[config.mk]
export PLATFORM = sky130hd
export DESIGN_NAME = dmem_lsu
export DESIGN_NICKNAME = d
export VERILOG_FILES = /design/src/rtl/dmem_lsu_pkg.sv /design/src/rtl/dmem_lsu_lane.sv /design/src/rtl/dmem_lsu.sv
export SDC_FILE = /design/constraint.sdc
export NUM_CORES = 1
export LEC_CHECK = 0
export CORE_MARGIN = 5
export CORE_UTILIZATION = 45
export CTS_CLUSTER_SIZE = 12
export DETAILED_ROUTE_END_ITERATION = 6
export MAX_ROUTING_LAYER = met4
export PLACE_DENSITY = 0.75
export SYNTH_ARGS = -nofsm -noshare
export SYNTH_HDL_FRONTEND = slang
export SYNTH_HIERARCHICAL = 1
export SYNTH_SLANG_ARGS = --single-unit
[constraint.sdc]
create_clock -name clk -period 4.49 [get_ports clk]
set_input_delay 0.898 -clock clk [delete_from_list [all_inputs] [get_ports clk]]
set_output_delay 0.898 -clock clk [all_outputs]
set_load 0.005 [all_outputs]
[src/rtl/dmem_lsu_pkg.sv]
// Shared types and helpers for the load/store unit: access sizes, FSM states,
// byte-address to word-index conversion and the alignment check.
package dmem_lsu_pkg;

    typedef enum logic [1:0] {
        SZ_B   = 2'b00,
        SZ_H   = 2'b01,
        SZ_W   = 2'b10,
        SZ_BAD = 2'b11
    } size_e;

    typedef enum logic [2:0] {
        IDLE,
        RD_ISSUE,
        RD_CAP,
        RMW_RD,
        RMW_MERGE,
        WR_ISSUE,
        RESP
    } state_e;

    // Byte address to word index; the caller keeps only the bits the memory decodes.
    function automatic logic [31:0] word_index(input logic [31:0] byte_addr);
        return byte_addr >> 2;
    endfunction

    function automatic logic access_bad(input size_e size, input logic [1:0] lo);
        logic bad;
        bad = 1'b0;
        unique case (size)
            SZ_B:    bad = 1'b0;
            SZ_H:    bad = lo[0];
            SZ_W:    bad = |lo;
            default: bad = 1'b1;
        endcase
        return bad;
    endfunction

endpackage

[src/rtl/dmem_lsu_lane.sv]
// Little-endian lane logic: pulls a byte/half/word out of a memory word with
// sign or zero extension, and merges store data into an existing word.
module dmem_lsu_lane
    import dmem_lsu_pkg::*;
#(
    parameter int DATA_WIDTH = 32
) (
    input  logic [DATA_WIDTH-1:0] word,
    input  logic [DATA_WIDTH-1:0] wdata,
    input  logic [1:0]            lo,
    input  size_e                 size,
    input  logic                  is_unsigned,
    output logic [DATA_WIDTH-1:0] ext_data,
    output logic [DATA_WIDTH-1:0] merged
);

    logic signed [7:0]  byte_s;
    logic signed [15:0] half_s;

    always_comb begin
        byte_s   = word[{lo, 3'b000} +: 8];
        half_s   = word[{lo[1], 4'b0000} +: 16];
        ext_data = word;
        unique case (size)
            SZ_B: ext_data = is_unsigned ? {{(DATA_WIDTH-8){1'b0}}, byte_s}
                                         : {{(DATA_WIDTH-8){byte_s[7]}}, byte_s};
            SZ_H: ext_data = is_unsigned ? {{(DATA_WIDTH-16){1'b0}}, half_s}
                                         : {{(DATA_WIDTH-16){half_s[15]}}, half_s};
            default: ext_data = word;
        endcase
    end

    always_comb begin
        merged = word;
        unique case (size)
            SZ_B:    merged[{lo, 3'b000} +: 8]     = wdata[7:0];
            SZ_H:    merged[{lo[1], 4'b0000} +: 16] = wdata[15:0];
            default: merged = wdata;
        endcase
    end

endmodule

[src/rtl/dmem_lsu.sv]
// Load/store initiator for a word-wide memory without byte enables: loads are
// lane-extracted, sub-word stores are done as read-modify-write.
module dmem_lsu
    import dmem_lsu_pkg::*;
#(
    parameter int DATA_WIDTH = 32,
    parameter int MEM_DEPTH  = 1024,
    parameter int ADDR_WIDTH = 32,
    localparam int IDX_W     = $clog2(MEM_DEPTH)
) (
    input  logic                  clk,
    input  logic                  RESET,
    input  logic                  req_valid,
    output logic                  req_ready,
    input  logic                  req_we,
    input  logic [1:0]            req_size,
    input  logic                  req_unsigned,
    input  logic [ADDR_WIDTH-1:0] req_addr,
    input  logic [DATA_WIDTH-1:0] req_wdata,
    output logic                  rsp_valid,
    input  logic                  rsp_ready,
    output logic [DATA_WIDTH-1:0] rsp_rdata,
    output logic                  rsp_err,
    output logic [IDX_W-1:0]      mem_addr,
    output logic [DATA_WIDTH-1:0] mem_write_data,
    output logic                  mem_write,
    output logic                  mem_read,
    input  logic [DATA_WIDTH-1:0] mem_dout
);

    state_e                state, state_nxt;
    size_e                 size_q;
    logic                  uns_q;
    logic [1:0]            lo_q;
    logic [DATA_WIDTH-1:0] wdata_q;
    logic [DATA_WIDTH-1:0] wword_q;
    logic [DATA_WIDTH-1:0] rdata_q;
    logic                  err_q;
    logic [IDX_W-1:0]      idx_q;

    logic                  accept;
    logic                  bad;
    logic [31:0]           widx;
    logic [DATA_WIDTH-1:0] lane_ext;
    logic [DATA_WIDTH-1:0] lane_merged;

    assign accept = req_valid & req_ready;
    assign bad    = access_bad(size_e'(req_size), req_addr[1:0]);
    assign widx   = word_index(32'(req_addr));

    dmem_lsu_lane #(.DATA_WIDTH(DATA_WIDTH)) u_lane (
        .word        (mem_dout),
        .wdata       (wdata_q),
        .lo          (lo_q),
        .size        (size_q),
        .is_unsigned (uns_q),
        .ext_data    (lane_ext),
        .merged      (lane_merged)
    );

    always_ff @(posedge clk) begin
        if (!RESET) begin
            state   <= IDLE;
            size_q  <= SZ_B;
            uns_q   <= 1'b0;
            lo_q    <= 2'b00;
            wdata_q <= '0;
            wword_q <= '0;
            rdata_q <= '0;
            err_q   <= 1'b0;
            idx_q   <= '0;
        end else begin
            state <= state_nxt;
            if (accept) begin
                size_q  <= size_e'(req_size);
                uns_q   <= req_unsigned;
                lo_q    <= req_addr[1:0];
                wdata_q <= req_wdata;
                wword_q <= req_wdata;
                rdata_q <= '0;
                err_q   <= bad;
                idx_q   <= widx[IDX_W-1:0];
            end
            if (state == RD_CAP)
                rdata_q <= lane_ext;
            if (state == RMW_MERGE)
                wword_q <= lane_merged;
        end
    end

    // Strobes and handshake outputs are forced low while reset is held.
    always_comb begin
        state_nxt      = state;
        req_ready      = 1'b0;
        rsp_valid      = 1'b0;
        mem_read       = 1'b0;
        mem_write      = 1'b0;
        mem_addr       = '0;
        mem_write_data = '0;
        if (RESET) begin
            mem_addr       = idx_q;
            mem_write_data = wword_q;
            unique case (state)
                IDLE: begin
                    req_ready = 1'b1;
                    if (req_valid) begin
                        if (bad)
                            state_nxt = RESP;
                        else if (!req_we)
                            state_nxt = RD_ISSUE;
                        else if (size_e'(req_size) == SZ_W)
                            state_nxt = WR_ISSUE;
                        else
                            state_nxt = RMW_RD;
                    end
                end
                RD_ISSUE: begin
                    mem_read  = 1'b1;
                    state_nxt = RD_CAP;
                end
                RD_CAP:    state_nxt = RESP;
                RMW_RD: begin
                    mem_read  = 1'b1;
                    state_nxt = RMW_MERGE;
                end
                RMW_MERGE: state_nxt = WR_ISSUE;
                WR_ISSUE: begin
                    mem_write = 1'b1;
                    state_nxt = RESP;
                end
                RESP: begin
                    rsp_valid = 1'b1;
                    if (rsp_ready)
                        state_nxt = IDLE;
                end
                default:   state_nxt = IDLE;
            endcase
        end
    end

    assign rsp_rdata = rdata_q;
    assign rsp_err   = err_q;

endmodule

# --- After elaboration in Yosys (flattened, before gate mapping) ---
# Index checks and enable logic that the tools add are counted.
# Widths: inputs -> output; s select.
op_classes:
  add_sub_neg: 2
  n_eq_ne: 11
  shifts: 6
  mux: 27
  bitwise_logic: 1
  n_reduce_logical: 9
op_table:
  columns: ["cell", "count"]
  rows:
  - ["$mux 32", 7]
  - ["$pmux 32 s2", 2]
  - ["$bwmux 32", 2]
  - ["$shift 16x7->32 const A", 1]
  - ["$shift 8x7->32 const A", 1]
  - ["$shiftx 16x7->32", 1]
  - ["$shiftx 32x6->16", 1]
  - ["$shiftx 32x6->8", 1]
  - ["$shiftx 8x7->32", 1]
  - ["$pmux 3 s6", 1]
  - ["$mux 3", 5]
  - ["$neg 5->7", 2]
  - ["$mux 10", 1]
  - ["$eq 3x3->1 const B", 3]
  - ["$mux 1", 8]
  - ["$eq 3x2->1 const B", 2]
  - ["$reduce_or 2->1", 3]
  - ["$eq 2x1->1 const B", 2]
  - ["$logic_not 2->1", 2]
  - ["$ne 2x2->1 const B", 2]
  - ["$reduce_bool 2->1", 2]
  - ["$eq 3x1->1 const B", 1]
  - ["$logic_not 3->1", 1]
  - ["$pmux 1 s3", 1]
  - ["3 further kinds", 3]
totals:
  register_bits: 115
  inputBits: 104
  out_inout_bits: 79
  elab_cells: 65

# --- Depth between registers and ports, before layout ---
# Gate-level depths: netlist of the first run.
depth:
  word_depth: 6
  mapped_depth: 10

# --- Cells and area by module ---
# The synthesis of the first run kept the hierarchy.
modules_own_cells:
  columns: ["module", "n_inst", "cells_each", "area_per_inst_um2", "seq_area_each_um2"]
  rows:
  - ["dmem_lsu", 1, 598, 5099.9, 2302.2]
  - ["dmem_lsu_lane", 1, 256, 1975.6, 0.0]

# --- Worst setup path before layout of the first run ---
# OpenSTA, ideal clock, no wires.
synth_path:
  path_type: "input-to-output"
  startpoint: "in RESET"
  endpoint: "out rsp_valid"
  arrival_time_ps: 1939
  setup_slack_ps: 1653
  path_stages: 6
  cell_sequence: "clkbuf_1 > clkbuf_2 > buf_2 > buf_2 > nand2_1 > nor3b_1"
synth_between:
  elab_chain_len: 1
synth_rtl:
  columns: ["item", "line", "rtl"]
  rows:
  - ["start: declaration", "dmem_lsu.sv:12", "input logic RESET,"]
  - ["$mux 1", "dmem_lsu.sv:100", "if (RESET) begin"]
  - ["end: declaration", "dmem_lsu.sv:20", "output logic rsp_valid,"]
# No other way between the ends.

# --- Final worst setup path of the first run ---
layout_path:
  startpoint: "reg state[2]"
  endpoint: "out req_ready"
layout_between:
  elab_chain_len: 3
layout_rtl:
  columns: ["item", "line", "rtl"]
  rows:
  - ["start: declaration", "dmem_lsu.sv:31", "state_e state, state_nxt;"]
  - ["start signal: assignment", "dmem_lsu.sv:73", "state <= state_nxt;"]
  - ["$logic_not 3->1", "dmem_lsu.sv:103", "unique case (state)"]
  - ["$mux 1", "dmem_lsu.sv:103", null]
  - ["$mux 1", "dmem_lsu.sv:100", null]
  - ["end: declaration", "dmem_lsu.sv:14", "output logic req_ready,"]
# No other way between the ends.

==> results of run 1 <==
[worst reg2reg max path, cell delays in order, from the launching register on]
cell	delay [ns]
dfxtp_1	0.78
inv_2	0.14
ha_1	0.40
nor2b_1	0.49
a41oi_1	0.21
o221ai_1	0.30
nand3_1	0.12
a41oi_1	0.25
[final cells by class]
class	count	share of cell area, %
clock inverters	14	1.66
flip-flops and latches	115	25.0
diodes	1	0.0272
repair buffers	174	18.5
well taps	211	2.87
multi-input cells	637	46.5
clock buffers	18	4.77
inverters	14	0.598
[cells in the mapped netlist (all sizes together), types with 20 or more instances]
cell type and n:
dfxtp 115, nand2 107, o21ai 75, a21oi 70
clkbuf 48, a22o 43, and2 43, o211ai 42
buf 40, a21boi 22, nand3 22, o21a 22
and3 21, mux2 20
[routing by layer]
metal	track usage, %	routed length (microns)	vias up
li1	-	-	3376
met4	7.78	556	0
met2	39.7	10800	337
met5	-	0	-
met3	6.87	2100	47
met1	32.6	9870	3311
[flip-flops by register name (all words and copies together), names as in the netlist]
signal / count
size_q: 2
rsp_err: 1
idx_q: 10
wdata_q: 32
rsp_rdata: 32
uns_q: 1
lo_q: 2
wword_q: 32
state: 3
[logic make-up after synthesis]
family / count (synthesis)
adder cells (fa/ha/maj): 5
flip-flops: 115
AND/OR/NAND/NOR: 249
AO/OA/AOI/OAI: 348
multiplexers: 35
buffers and inverters: 102
[report_power, final]
group	leakage [nW]	internal, mW	switching (mW)	total (mW)
clock	0.280	0.836	0.529	1.36
combinational	1.99	0.614	0.799	1.41
sequential	0.938	1.17	0.147	1.31
[how the worst max path moves through the flow]
| stage | start | endpoint |
|---|---|---|
| 2_1_floorplan | RESET | rsp_valid |
| 3_3_place_gp | RESET | rsp_valid |
| 3_5_place_dp | RESET | rsp_valid |
| 4_1_cts | state[2] | req_ready |
| 5_1_grt | state[2] | req_ready |
| 6_report | state[2] | req_ready |
==> reports/qor.txt, run 1 <==
Final min period: 3.42 ns
Vias per cell: 5.97
DP Worst Slack: 1.35 ns
Num CTS Buffers: 17
Worst min-delay path startpoint: wdata_q[17]
Outcome: completed
Critical Path AT: 2.52 ns
Gpl congestion: 0.925
Clk_lat worst skew: 0.42 ns
Largest family of logic cells by synthesized area: compound AO/OA/AOI/OAI gates
IO buf count: 162
Layout cells sized above 1: 10.1%
Worst-Margin Slew: 1.31 ns
Post-Synth XOR/XNOR Area: 0%
Core Region: 15,300 sq um
Clock buffer depth: 2
DP Area: 8610 sq um
Power Total: 4.09 mW
Postcts setup bufs: 0
CP top delay family: simple AND/OR/NAND/NOR gates
Main synth FF type: dfxtp_1
Final setup margin: 1.07 ns
Final core utilization: 60.1%
IR Drop Worst-Case VDD: 427 uV
Ys async rst share: 0%
Dpl hpwl: 16,100 microns
Post-synthesis instance total: 854
Pwr Density: 444 nW/um^2
Area contributors post-synth: dfxtp_1 33%, nand2_1 5.7%, a22o_1 5.3%
Setup CP Type: reg2out
Post-synthesis compound-gate area fraction: 35.3%
# setup viols final: 0
Routed WL: 23,300 microns
Commonest non-fill, non-tap cell in the layout: clkdlybuf4s50_1
Die area: 18,300 sq um
Worst Setup End Kind: output port
Reg clk slew, reported paths: 0.06 ns
RSZ-0062 raised after global routing: no
Ys Warns: 6
Critical Path RT: 3.59 ns
Vias: 7,071
Setup Skew: 0.00901 ns
GR Overflow Total: 0
Unique masters post-synth: 69
#FFs+latches synth: 115
Max-slew headroom: 12.3%
Post-Synth Simple-Gate Area: 18.8%
Reg2reg end: wword_q[31]
Post-synthesis mux area share: 5.36%
Buffers plus inverters on the worst setup path: 1
Total stage count of the critical path: 3
Max FO, Critical Path: 75
Syn avg cell area: 8.29 sq um
Non-filler instance count after layout: 1,184
Placed cell count: 1,151
Multi-input gate area: 4280 sq um
Final hold vios: 0
Synthesis-to-finish area growth: 30.1%
Leak: 3.21 nW
Largest net degree at the start of global routing: 76
Row Count: 45
Initial antenna violation count: 0
Max Clk Rate: 293 MHz
WL/cell: 19.7 microns
EDFF count, synth: 0
Period utilization: 76.1%
CTS tree: done
CP peak stage delay: 0.76 ns
Sequential cell area: 2300 sq um
Synth Cell Area: 7080 sq um
Antenna viol nets, final: 0
Hold EP: wdata_q[17]
# DRC: 0
Sequential share of the synthesized area: 32.5%
Setup TNS: 0 ns
H-Tree Level Count: 4
Root buffer cell: clkbuf_16
Top Ports: 183
Initial DRC count: 751
CTS Sinks: 115
Fill count: 1,418
First-pass GRT wire length: 36,200 microns
Number of global-route vias before repair: 6,742
Post-synth top area share: 32.5%
DRT Pass-1 Iters: 7
Final nets: 1,068
GRT Total Usage: 25.5%
Post-Synth Adder-Cell Area: 0.884%
Worst R2R Path Depth: 7
Die X: 135 microns
Worst hold-check path type: reg2reg
Commonest cells after routing, fill and taps aside: 161 x clkdlybuf4s50_1, 114 x dfxtp_1, 106 x nand2_1
Starting density of the core: 46.2%
Critical Path, Cell by Cell: or3_4, nor2_1, clkdlybuf4s50_1
PostCTS Resize Cnt: 0
Finished layout cell area: 9200 sq um
Max Cap Viol: 0
Worst hold path cell count: 2
Die H: 135 microns
Synth area leader: dfxtp_1
Reg2reg start: lo_q[0]
Reg2reg setup slack: 1.73 ns
Worst path slowest cell: or3_4
Startpoint Class: flop
Hold Buf Count CTS: 0
Fin. max-slew vios: 0
Syn_nets: 963
Hold WS: 0.480 ns
Note: power is estimated with default switching activity, not from simulation.
==> inputs of run 2 (changes only) <==
--- a/config.mk
+++ b/config.mk
@@ -10,7 +10,7 @@
 export CTS_CLUSTER_SIZE = 12
 export DETAILED_ROUTE_END_ITERATION = 6
 export MAX_ROUTING_LAYER = met4
-export PLACE_DENSITY = 0.75
+export PLACE_DENSITY = 0.78
 export SYNTH_ARGS = -nofsm -noshare
 export SYNTH_HDL_FRONTEND = slang
 export SYNTH_HIERARCHICAL = 1
==> constraint.sdc (replaced) <==
create_clock -name clk -period 2.8 [get_ports clk]
set_input_delay 0.56 -clock clk [delete_from_list [all_inputs] [get_ports clk]]
set_output_delay 0.56 -clock clk [all_outputs]
set_load 0.005 [all_outputs]
==> reports/qor.txt, run 2 (same netlist as run 1, synthesis figures left out) <==
Pwr Density: 703 nW/um^2 (+58%)
Die X: 135 microns (unchanged)
DP Area: 8750 sq um (+1.6%)
Row Count: 45 (unchanged)
Starting density of the core: 46.2% (unchanged)
IR Drop Worst-Case VDD: 513 uV (+20%)
Leak: 3.31 nW (+3.1%)
Antenna viol nets, final: 0 (unchanged)
CTS tree: done
Worst min-delay path startpoint: rsp_err
Startpoint Class: flop
Dpl hpwl: 16,500 microns (+2.5%)
Num CTS Buffers: 17 (unchanged)
Worst R2R Path Depth: 7 (unchanged)
Max Clk Rate: 373 MHz
H-Tree Level Count: 4 (unchanged)
Largest net degree at the start of global routing: 105 (+38%)
Worst hold-check path type: reg2reg
WL/cell: 19.7 microns (about the same)
Clk_lat worst skew: 0.42 ns (about the same)
Max FO, Critical Path: 14 (-81%)
Die area: 18,300 sq um (unchanged)
Commonest non-fill, non-tap cell in the layout: clkdlybuf4s50_1
CTS Sinks: 115 (unchanged)
Reg2reg setup slack: 0.50 ns (-1.23 ns)
PostCTS Resize Cnt: 0 (unchanged)
Setup Skew: 0.00694 ns (-0.00207 ns)
Vias: 7,188 (+1.7%)
Max Cap Viol: 0 (unchanged)
Hold EP: rsp_err
Setup CP Type: reg2out
Commonest cells after routing, fill and taps aside: 161 x clkdlybuf4s50_1, 114 x dfxtp_1, 106 x nand2_1
Vias per cell: 5.99 (+0.30%)
Setup TNS: 0 ns (unchanged)
Origin of the worst setup path: state[0]
Root buffer cell: clkbuf_16
Outcome: completed
Core Region: 15,300 sq um (unchanged)
GRT busiest layer: met2
Finished layout cell area: 9340 sq um (+1.4%)
# setup viols final: 0 (unchanged)
Layout cells sized above 1: 11.5% (+1.4 points)
Worst Setup End Kind: output port
Final nets: 1,085 (+1.6%)
Initial DRC count: 859 (+14%)
Critical Path RT: 2.24 ns (-1.35 ns)
Top Ports: 183 (unchanged)
Worst hold path cell count: 2 (unchanged)
Met2 Usage GRT: 40.7% (+0.94 points)
Period utilization: 95.8%
Grt met1 use: 34.9% (+2.3 points)
Worst-Margin Slew: 1.24 ns (-0.0728 ns)
Postcts setup bufs: 0 (unchanged)
Reg2reg start: lo_q[1]
Synthesis-to-finish area growth: 31.9%
Final min period: 2.68 ns
GR Overflow Total: 0 (unchanged)
Critical Path AT: 2.12 ns (-0.40 ns)
Number of global-route vias before repair: 6,930 (+2.8%)
Reg2reg end: wword_q[18]
Reg clk slew, reported paths: 0.06 ns (about the same)
Hold Buf Count CTS: 0 (unchanged)
IO buf count: 162 (unchanged)
Final hold vios: 0 (unchanged)
GRT Total Usage: 26.3% (+0.74 points)
Fin. max-slew vios: 0 (unchanged)
RSZ-0062 raised after global routing: no
Clock buffer depth: 2 (unchanged)
DRT Pass-1 Iters: 5 (-2)
# DRC: 0 (unchanged)
First-pass GRT wire length: 37,500 microns (+3.6%)
Initial antenna violation count: 0 (unchanged)
Number of diodes: 0 (-1)
Met3 Resource Use GR: 5.46% (-1.4 points)
Die H: 135 microns (unchanged)
Routed WL: 23,600 microns (+1.4%)
Max-slew headroom: 17.1% (+4.9 points)
Gpl congestion: 0.977 (+5.6%)
[run 2: cell count changes in the layout (fill, tap and decap cells not counted), sizes merged]
cell      change
bufinv        -1
clkinv        +1
clkbuf        +6
buf          +17
inv           -4
clkinvlp      -2
diode         -1
[run 2: through the flow]
step | hold slack [ns] | worst slack [ns] | util [%] | total power [mW] | std cells
6_report | 0.472 | 0.119 | 61.0 | 6.56 | 1200
5_1_grt | 0.499 | 0.0554 | 61.0 | 6.89 | 1200
4_1_cts | 0.471 | 0.132 | 61.0 | 6.57 | 1200
3_5_place_dp | 0.464 | 0.403 | 57.1 | 4.43 | 1168
3_3_place_gp | 0.451 | 0.443 | 57.1 | 4.40 | 1168
2_1_floorplan | 0.452 | 0.562 | - | 3.66 | 854
[run 2: worst max-delay path, cell delays in order, from the launching register on]
cell,delay [ns]
dfxtp_1,0.47
or3_4,0.54
nor2_1,0.16
clkdlybuf4s50_1,0.53
[run 2: worst max path at each step]
stage / endpoint / cells past startpoint / slack (ns)
2_1_floorplan: wword_q[6] / 9 / 0.56
3_3_place_gp: rsp_rdata[16] / 6 / 0.44
3_5_place_dp: rsp_rdata[31] / 6 / 0.40
4_1_cts: req_ready / 3 / 0.13
5_1_grt: req_ready / 3 / 0.06
6_report: req_ready / 3 / 0.12
[run 2: area by class of cell]
cell class | count | area [sq um]
clock buffer | 24 | 512
clock inverter | 8 | 73.8
fill | 1348 | 5980
inverter | 14 | 55.1
multi-input combinational | 637 | 4280
sequential | 115 | 2300
tap | 211 | 264
timing repair buffer | 191 | 1850
[run 2: layer usage]
layer | share of wire, % | vias up
li1 | - | 3399
met1 | 42 | 3402
met2 | 47 | 345
met3 | 8.9 | 42
met4 | 1.9 | 0
met5 | 0 | -
[run 2: report_power, final]
| part | total [mW] | internal (mW) | switching [mW] | leakage (nW) |
|---|---|---|---|---|
| clock network | 2.12 | 1.36 | 0.760 | 0.288 |
| registers | 2.04 | 1.87 | 0.166 | 0.938 |
| logic | 2.41 | 1.04 | 1.37 | 2.09 |
| total | 6.56 | 4.27 | 2.29 | 3.31 |
==> variant 1 (settings of run 1) <==
Register the output `rsp_err` once more, with the module's reset; this adds one clock of latency there. The other outputs are not delayed to match.
--- a/src/rtl/dmem_lsu.sv
+++ b/src/rtl/dmem_lsu.sv
@@ -139,7 +139,13 @@
     end
 
     assign rsp_rdata = rdata_q;
-    assign rsp_err   = err_q;
+    always_ff @(posedge clk) begin
+        if (!RESET) begin
+            rsp_err <= '0;
+        end else begin
+            rsp_err <= err_q;
+        end
+    end
 
 endmodule
 
Behaviour: not the same (Yosys sat finds a counterexample within 4 cycles, from zero or initial values and one cycle with RESET low).
==> variant 1 against run 1 <==
Die area down 0.40%. Routed wire length down 1.4%. Largest cell class unchanged. Final area shrank 0.65%. Sequential power about the same. Clock skew decreased by 0.0018 ns. Sequential cell count rose by 1. Power down 2.0%. Worst setup slack improved by 0.21 ns. Area after synthesis fell by 0.42%.
==> variant 1: results (changes against run 1) <==
Vias in the first global route -> 6,817 (was 6,742)
Layout non-clock buf frac -> 0.189 (was 0.185)
Crit path from -> RESET (was state[2])
First-pass GRT wire length -> 35,700 um (was 36,200 um)
Met1 usage -> 0.312 (was 0.326)
Fillers -> 1,384 (was 1,418)
Crit-path max cell delay -> 0.53 ns (was 0.76 ns)
Least-Margin Pin Slew -> 1.21 ns (was 1.31 ns)
# clk buffers -> 25 (was 18)
FF+latch count -> 116 (was 115)
N_diodes -> 0 (was 1)
Share of layout cells above drive strength 1 -> 0.0994 (was 0.101)
Critical path peak fanout -> 77 (was 75)
Nets -> 1,064 (was 1,068)
Peak VDD IR -> 0.380 mV (was 0.427 mV)
HP Start -> err_q (was wdata_q[17])
DPL Wire Length -> 15,900 um (was 16,100 um)
Initial DRC count -> 802 (was 751)
Clock buf/inv share -> 0.0597 (was 0.0643)
WL met3 -> 1730 um (was 2100 um)
Syn_area_per_cell -> 8.31 um^2 (was 8.29 um^2)
DP Area -> 0.00860 mm^2 (was 0.00861 mm^2)
List of most frequent post-synthesis cells -> dfxtp_1 (116), nand2_1 (101), a21oi_1 (70) (was dfxtp_1 (115), nand2_1 (107), a21oi_1 (70))
F_max -> 312 MHz (was 293 MHz)
Status -> finished clean (unchanged)
WHS Endpoint -> rsp_err (was wdata_q[17])
==> variant 1: changes by cell type after synthesis, moves of 5 or more <==
cell,delta
a31oi_1,+6
mux2_4,+5
buf_2,+7
o21a_1,-5
a22o_1,-6
nand2_1,-6
o21ai_0,+12
a21boi_0,-5
clkbuf_1,-9
and3_1,-6
nand3_1,+5
==> variant 1: worst max-delay path: cells and delay by family <==
kind / cells / cell delay [ns]
buf+inv: 3 / 1.21
simple gates: 1 / 0.18
==> variant 1: where the power goes <==
part | leakage, nW | internal, mW | total (mW) | switching [mW]
clock network | 0.273 | 0.807 | 1.26 | 0.453
registers | 0.947 | 1.18 | 1.31 | 0.129
logic | 1.96 | 0.626 | 1.44 | 0.812
==> variant 1: cell families after synthesis <==
kind of cell / Yosys count / synth area share
AO/OA/AOI/OAI: 348 / 0.349
AND/OR/NAND/NOR: 244 / 0.184
flip-flops: 116 / 0.330
buffers and inverters: 100 / 0.0721
multiplexers: 35 / 0.0565
adder cells (fa/ha/maj): 5 / 0.00888
==> variant 2 (config.mk and constraints of run 1) <==
Without the edit above. Change the parameter `MEM_DEPTH` from 1024 to 2048.
--- a/src/rtl/dmem_lsu.sv
+++ b/src/rtl/dmem_lsu.sv
@@ -4,7 +4,7 @@
     import dmem_lsu_pkg::*;
 #(
     parameter int DATA_WIDTH = 32,
-    parameter int MEM_DEPTH  = 1024,
+    parameter int MEM_DEPTH  = 2048,
     parameter int ADDR_WIDTH = 32,
     localparam int IDX_W     = $clog2(MEM_DEPTH)
 ) (
Interface: changed (resized mem_addr); port bits go from 183 to 184. The function was not compared with the original's and may differ.
==> variant 2 against run 1 <==
Routed wire length down 1.5%. Final area down 2.6%. Worst setup slack worse by 0.032 ns. Sequential cell count up 1. Critical path depth unchanged. Critical endpoint unchanged. Core utilization down 0.66 points. Power down 3.1%. Area after synthesis down 3.2%.
==> variant 2: results (changes against run 1) <==
Status -> finished clean (unchanged)
Clk power -> 1.27 mW (was 1.36 mW)
Clock power frac -> 0.319 (was 0.334)
Dpl ws -> 1.17 ns (was 1.35 ns)
DP Area -> 0.00842 mm^2 (was 0.00861 mm^2)
CP arrival -> 2.55 ns (was 2.52 ns)
Vias per cell -> 6.11 (was 5.97)
WL final -> 23,000 um (was 23,300 um)
HP Start -> rsp_err (was wdata_q[17])
Placed cell count -> 1,114 (was 1,151)
Syn Nets -> 942 (was 963)
Critical path peak fanout -> 74 (was 75)
WL met3 -> 1740 um (was 2100 um)
Syn_area_per_cell -> 8.22 um^2 (was 8.29 um^2)
Peak VDD IR -> 0.299 mV (was 0.427 mV)
Unique masters post-synth -> 66 (was 69)
Internal power -> 2.56 mW (was 2.62 mW)
DRT met1 WL -> 10,300 um (was 9870 um)
Synth top area cells -> dfxtp_1 (34%), nand2_1 (6.0%), a21oi_1 (5.0%) (was dfxtp_1 (33%), nand2_1 (5.7%), a22o_1 (5.3%))
List of most frequent post-synthesis cells -> dfxtp_1 (116), nand2_1 (109), a21oi_1 (69) (was dfxtp_1 (115), nand2_1 (107), a21oi_1 (70))
N_diodes -> 0 (was 1)
First-pass GRT wire length -> 36,600 um (was 36,200 um)
GRT Overall Usage -> 0.262 (was 0.255)
Register area share after synthesis -> 0.339 (was 0.325)
Leakage -> 3.05 nW (was 3.21 nW)
Least-Margin Pin Slew -> 1.27 ns (was 1.31 ns)
Fin crit period -> 3.45 ns (was 3.42 ns)
==> variant 2: kinds of logic after synthesis <==
group                    count (synthesis)  share of synthesized area
AO/OA/AOI/OAI                          324                      0.333
adder cells (fa/ha/maj)                  5                    0.00914
buffers and inverters                   99                     0.0705
flip-flops                             116                      0.339
multiplexers                            36                     0.0570
AND/OR/NAND/NOR                        253                      0.191
==> variant 2: worst max-delay path, cell delays in order (launching register included) <==
cell,delay [ns]
dfxtp_1,0.75
or3_4,0.78
nor2_1,0.09
clkdlybuf4s50_1,0.49
==> variant 2: cell type report <==
| cell class | instances | area (um^2) |
|---|---|---|
| clock buffer | 21 | 470 |
| inverter | 14 | 55.1 |
| clock inverter | 10 | 82.6 |
| timing repair buffer | 178 | 1740 |
| multi-input combinational | 618 | 4060 |
| tap | 188 | 235 |
| sequential | 116 | 2320 |
| fill | 1357 | 6120 |
==> variant 2: per-layer routing <==
layer  up-vias  GRT usage
met3        45     0.0544
met4         0     0.0880
met1      3329      0.360
met5         -          -
met2       310      0.384
li1       3315          -
